--- config.mk ---
export PLATFORM = sky130hd
export DESIGN_NAME = mem_wb_stage
export DESIGN_NICKNAME = d
export VERILOG_FILES = /design/src/rtl/mem_wb_stage.sv
export SDC_FILE = /design/constraint.sdc
export NUM_CORES = 1
export LEC_CHECK = 0
export ABC_AREA = 1
export CORE_UTILIZATION = 46
export DETAILED_ROUTE_END_ITERATION = 10
export PLACE_DENSITY_LB_ADDON = 0.1
export SETUP_SLACK_MARGIN = 0.2
export SYNTH_ARGS = -nofsm -noshare
export SYNTH_HDL_FRONTEND = slang
export SYNTH_SLANG_ARGS = --single-unit
--- constraint.sdc ---
create_clock -name clk -period 3.2 [get_ports clk]
set_input_delay 0.8 -clock clk [delete_from_list [all_inputs] [get_ports clk]]
set_output_delay 0.8 -clock clk [all_outputs]
set_load 0.02 [all_outputs]
--- src/rtl/mem_wb_stage.sv ---
// MEM/WB pipeline register with stall/flush, writeback mux, sticky halt and
// a saturating retired-instruction counter.
module mem_wb_stage #(
  parameter int DW = 16,
  parameter int RW = 4
) (
  input  logic          clk,
  input  logic          rst,
  input  logic          mem_valid,
  input  logic [DW-1:0] mem_out,
  input  logic [DW-1:0] aluout,
  input  logic [DW-1:0] pc_plus2,
  input  logic          memtoreg,
  input  logic          pcs_sel,
  input  logic          regwrite,
  input  logic [RW-1:0] dstreg,
  input  logic          halt_in,
  input  logic          stall,
  input  logic          flush,
  output logic [DW-1:0] wb_data,
  output logic [RW-1:0] wb_reg,
  output logic          wb_en,
  output logic          halt,
  output logic [15:0]   retired
);

  typedef struct packed {
    logic          valid;
    logic [DW-1:0] data;
    logic [RW-1:0] rd;
    logic          regwrite;
    logic          halt;
  } wb_pipe_t;

  wb_pipe_t        q;
  logic [DW-1:0]   sel_data;

  // Writeback value is chosen ahead of the register; PCS outranks a load.
  always_comb begin
    sel_data = aluout;
    if (pcs_sel)       sel_data = pc_plus2;
    else if (memtoreg) sel_data = mem_out;
  end

  always_ff @(posedge clk) begin
    if (rst) begin
      q       <= '0;
      retired <= '0;
    end else if (!halt) begin
      if (flush) begin
        q <= '0;
      end else if (!stall) begin
        q <= '{valid: mem_valid, data: sel_data, rd: dstreg,
               regwrite: regwrite, halt: halt_in};
        if (mem_valid && retired != 16'hFFFF)
          retired <= retired + 16'd1;
      end
    end
  end

  // Once a valid HLT is captured the register freezes, so this stays set until rst.
  assign halt    = q.valid & q.halt;
  assign wb_data = q.data;
  assign wb_reg  = q.rd;
  assign wb_en   = q.valid & q.regwrite & (q.rd != '0) & ~halt;

endmodule
==> flow_summary.ini, run 1 <==
[yosys]
syn_nets = 390
synthDistinctLibCells = 25
avgSynthCellArea_um2 = 7.03
ys_warn_count = 0
ys_ff_latch = 39
netlist_area_um2 = 2300
synth_cells = 328
synthArstFlopShare = 0
synth_edf_count = 0
synth_ff_type = dfxtp_1
yosysSeqAreaShare = 0.339

[timing]
relSlewSlack = 0.530
finalHoldViolations = 0
setup_tns_ns = 0
fin_crit_ns = 2.37
fmax_mhz = 422
worst_pin_slew_ns = 0.704
timing.final.ws_setup_ns = 0.829
finClkSkew_ns = 0.0110
maxSlewViolCount = 0
rsz0062_at_grt = no
fin_crit_sh = 0.741
finalSetupViolCount = 0

[worst_setup_path]
worstPathBufferInverterCount = 2
arrival_ns = 1.57
slowest_stage = clkdlybuf4s50_1
startpoint_type = flip-flop
cpLargestDelayFamily = buffers and inverters
cp_max_fo = 3
critical_path_required_ns = 2.40
critical_path.max_stage_delay_ns = 0.59
critPathCaptureType = output port
critPathKind = flip-flop to output port
crit_chain = nand2_1 -> nor2_1 -> o41ai_1 -> inv_1 -> clkdlybuf4s50_1

[route]
drc = 0
wl_per_cell_um = 12.4
routed.top_layer = met4
wl_um = 5840
wl_met2_um = 2770
ant_nets = 0
wl_met3_um = 409
routed_via_density = 4.88
drt-initial-drc-count = 91
vias = 2299
dr.pass1.iters = 4
m1WireLength_um = 2550

[clocking]
ctsResizeCount = 0
numCtsBuffers = 5
cts.sinks = 39
cts_root_buffer = clkbuf_8
hold_buffers = 0
post_cts_buffers = 0
clk_pin_slew_ns = 0.08
clock_latency_ns = 0.30
cts_tree = yes
cts_buffer_depth = 2
ctsHtreeMaxLevel = 2

[flow_run]
cap_violations = 0

[floorplanning]
initial_utilization = 0.482
pin_count = 99
die_w_um = 72.8
num_rows = 25
design.core.area_um2 = 4790
die_area_um2 = 5300
die_h_um = 72.8

[final_layout]
layout_common_cells = 98 x clkdlybuf4s50_1, 70 x nand2_1, 50 x a21oi_1
drive_gt1_frac = 0.0990
fin_nets = 465
final_common_cell = clkdlybuf4s50_1
fin_cells = 471
areaGrowthSynthToFinish_pct = 42.2
diodes = 0

[global_routing]
grt_max_degree = 33
grt_pass1_vias = 2027
antenna_found_initial = 0
grt_pass1_wl_um = 9110
overflow = 0
grt.total_usage = 0.222

[pwr]
p_per_area_nw_per_um2 = 327
power.share.clock = 0.348
p_int_uw = 808
p_sw_uw = 265
pwr-share-comb = 0.181
p_seq_frac = 0.471
sw_frac_of_total = 0.247
leakagePower_nw = 1.25
max-vdd-ir-drop_mv = 0.255

[place]
dp_hpwl_um = 4260
io_buffers = 98
place_ws_ns = 0.889
dpl.cell_count = 463
place.gp.congestion = 0.811

[run_status]
outcome = finished clean

[hold_path]
hp-class = flip-flop to flip-flop
==> path summary, 6_finish.rpt <==
| path | start | cells after the start | slack (ns) | endpoint |
|---|---|---|---|---|
| max | q[22]$_SDFFE_PP0P_ | 5 | 0.83 | wb_en |
| min reg2reg | wb_data[6]$_SDFFE_PP0P_ | 2 | 0.46 | wb_data[6]$_SDFFE_PP0P_ |
| min | wb_data[6]$_SDFFE_PP0P_ | 2 | 0.46 | wb_data[6]$_SDFFE_PP0P_ |
| max reg2reg | retired[0]$_SDFFE_PP0P_ | 7 | 1.38 | retired[12]$_SDFFE_PP0P_ |
==> synthesized netlist by cell type, types with 2 or more instances <==
master	instances	area, µm²
nor2_1	26	97.6
buf_4	21	158
nand2_1	70	263
nor2_4	2	22.5
nand4_1	3	18.8
clkbuf_1	5	18.8
o21ai_1	4	20.0
nand3_1	18	90.1
o21ai_0	13	65.1
dfxtp_1	39	781
a21oi_2	4	35.0
xor2_1	4	35.0
inv_1	34	128
xnor2_1	3	26.3
nand2_2	3	18.8
mux2_2	16	180
a21oi_1	50	250
buf_2	6	30.0
==> routing by layer <==
layer	GRT usage	vias to the layer above
li1	-	1187
met1	0.261	1017
met2	0.398	84
met3	0.0428	11
met4	0.0850	0
met5	0	-
==> cell type report <==
class,instances,area (µm²)
sequential,39,781
clock buffer,7,96.3
timing repair buffer,102,1010
tap,67,83.8
clock inverter,1,7.51
inverter,34,128
multi-input combinational,221,1170
fill,442,1510
==> power by group through the flow <==
stage | Sequential, mW | Clock, mW | Combinational [mW]
after floorplan | 0.517 | 0 | 0.0990
after global placement | 0.517 | 0 | 0.192
after detailed placement | 0.517 | 0 | 0.195
after CTS | 0.505 | 0.384 | 0.195
after global routing | 0.507 | 0.403 | 0.210
final | 0.505 | 0.373 | 0.194
==> logic make-up after synthesis <==
| logic type | after synthesis | share of synthesized area |
|---|---|---|
| xor gates and xnor gates | 7 | 0.0266 |
| AOI/OAI and AO/OA | 73 | 0.168 |
| muxes | 16 | 0.0782 |
| and+or+nand+nor | 124 | 0.229 |
| DFF | 39 | 0.339 |
| buffers and inverters | 68 | 0.154 |
| adders and majority gates | 1 | 0.00543 |
==> worst min-delay path: stages (launching register included) <==
cell     delay (ns)
dfxtp_1        0.31
nand2_1        0.06
a21oi_1        0.05
==> per-stage QoR <==
step	util	hold slack (ns)	area, µm²	power [mW]
finish	0.685	0.465	3280	1.07
global route	0.685	0.484	3280	1.12
CTS	0.685	0.466	3280	1.09
detailed placement	0.663	0.454	3170	0.712
global placement	0.663	0.450	3170	0.709
floorplan	-	0.440	2300	0.616
(Power assumes the default switching activity.)
==> inputs of run 2 (changes only) <==
Settings changed: CORE_UTILIZATION 46 to 43.
Clock period 3.2 ns to 2.25 ns, I/O delays scaled along.
==> run 2 against run 1 <==
Compared with the run above:
- sequential cell count stayed put
- register-to-register slack worse by 0.89 ns
- total power is 42% higher
- clock-buffer cell count is 1 higher
- worst setup slack worse by 0.53 ns
- clock skew is 0.0046 ns lower
- final cell count is 1.1% higher
- first-iteration DRC count is 58% higher
- combinational power is 45% higher
- critical path type unchanged
- die area is 6.8% higher
==> flow_summary.ini, run 2 (synthesis gave the netlist of run 1 again) <==
[hold_path]
hold_depth = 2
hp-start = wb_data[1]$_SDFFE_PP0P_
hp-class = flip-flop to flip-flop
holdPathEnd = wb_data[1]$_SDFFE_PP0P_

[route]
drt-initial-drc-count = 144
dr.pass1.iters = 4
wl_met3_um = 534
routed.top_layer = met4
wl_um = 5840
wl_met2_um = 2660
drc = 0
m1WireLength_um = 2570
vias = 2280
wl_per_cell_um = 12.3
routed_via_density = 4.79
ant_nets = 0

[global_routing]
antenna_found_initial = 0
grt_pass1_vias = 1969
grt_pass1_wl_um = 8860
overflow = 0
grt.total_usage = 0.207
grt_max_degree = 33

[worst_setup_path]
critPathKind = flip-flop to output port
critical_path_required_ns = 1.69
r2r-start = retired[0]$_SDFFE_PP0P_
worstPathBufferInverterCount = 1
critical_path.max_stage_delay_ns = 0.65
r2r-end = retired[8]$_SDFFE_PP0P_
critPathCaptureType = output port
cp_max_fo = 7
startpoint_type = flip-flop
cpLargestDelayFamily = buffers and inverters
r2r_setup_slack_ns = 0.49
arrival_ns = 1.39
ff2ff_path_depth = 7
crit_chain = clkdlybuf4s50_1
slowest_stage = clkdlybuf4s50_1

[pwr]
p_total_mw = 1.52
leakagePower_nw = 1.28
max-vdd-ir-drop_mv = 0.351
p_per_area_nw_per_um2 = 461

[timing]
maxSlewViolCount = 0
fmax_mhz = 512
rsz0062_at_grt = no
finClkSkew_ns = 0.00639
relSlewSlack = 0.555
finalHoldViolations = 0
holdWs_ns = 0.465
fin_crit_sh = 0.868
setup_tns_ns = 0
finalSetupViolCount = 0
worst_pin_slew_ns = 0.667
fin_crit_ns = 1.95

[floorplanning]
die_w_um = 75.2
num_rows = 26
die_area_um2 = 5660
die_h_um = 75.2
initial_utilization = 0.448
pin_count = 99
design.core.area_um2 = 5140

[final_layout]
layout_common_cells = 96 x clkdlybuf4s50_1, 70 x nand2_1, 50 x a21oi_1
areaGrowthSynthToFinish_pct = 43.3
fill_cells = 488
diodes = 0
fin_nets = 467
final_common_cell = clkdlybuf4s50_1
drive_gt1_frac = 0.101

[run_status]
outcome = finished clean

[place]
dp_hpwl_um = 4360
io_buffers = 98
place.gp.congestion = 0.815

[clocking]
hold_buffers = 0
ctsResizeCount = 2
clock_latency_ns = 0.29
clk_pin_slew_ns = 0.08
cts_tree = yes
cts_buffer_depth = 2
cts.sinks = 39
ctsHtreeMaxLevel = 2
post_cts_buffers = 0
cts_root_buffer = clkbuf_8
numCtsBuffers = 5

[flow_run]
cap_violations = 0
run 2: worst max path at each step:
stage | from | endpoint | slack [ns] | cells past startpoint
5_1_grt | wb_reg[3]$_SDFFE_PP0P_ | wb_en | 0.23 | 3
4_1_cts | retired[2]$_SDFFE_PP0P_ | retired[2] | 0.29 | 1
2_1_floorplan | retired[0]$_SDFFE_PP0P_ | retired[12]$_SDFFE_PP0P_ | 0.58 | 9
3_5_place_dp | memtoreg | wb_data[13]$_SDFFE_PP0P_ | 0.23 | 5
6_report | retired[2]$_SDFFE_PP0P_ | retired[2] | 0.30 | 1
3_3_place_gp | memtoreg | wb_data[5]$_SDFFE_PP0P_ | 0.25 | 5
run 2: worst register-to-register path: stages, from the launching register on:
cell     delay (ns)
dfxtp_1        0.44
ha_1           0.24
nand2_1        0.10
nor2_4         0.16
nand2_4        0.09
o21ai_2        0.40
nand2_1        0.12
a21oi_2        0.15
run 2: cell type report:
| cell class | count | area, µm² | area share |
|---|---|---|---|
| Multi-Input combinational cell | 221 | 1170 | 0.354 |
| Clock buffer | 8 | 100 | 0.0303 |
| Timing Repair Buffer | 104 | 1040 | 0.314 |
| Sequential cell | 39 | 781 | 0.236 |
| Tap cell | 70 | 87.6 | 0.0265 |
| Inverter | 34 | 128 | 0.0387 |
run 2: power by group:
part | internal (mW) | switching (mW)
clock network | 0.280 | 0.243
registers | 0.707 | 0.0118
logic | 0.167 | 0.115
run 2: per-stage QoR:
| step | std cells | area [µm²] | worst slack (ns) | util |
|---|---|---|---|---|
| after floorplan | 328 | 2300 | 0.583 | - |
| after global placement | 468 | 3200 | 0.252 | 0.623 |
| after detailed placement | 468 | 3200 | 0.232 | 0.623 |
| after CTS | 476 | 3300 | 0.286 | 0.642 |
| after global routing | 476 | 3300 | 0.228 | 0.642 |
| final | 476 | 3300 | 0.296 | 0.642 |
run 2: per-layer routing:
| metal | GRT usage | vias to the layer above |
|---|---|---|
| li1 | - | 1196 |
| met5 | 0 | - |
| met1 | 0.258 | 993 |
| met3 | 0.0535 | 10 |
| met2 | 0.349 | 81 |
| met4 | 0.0720 | 0 |
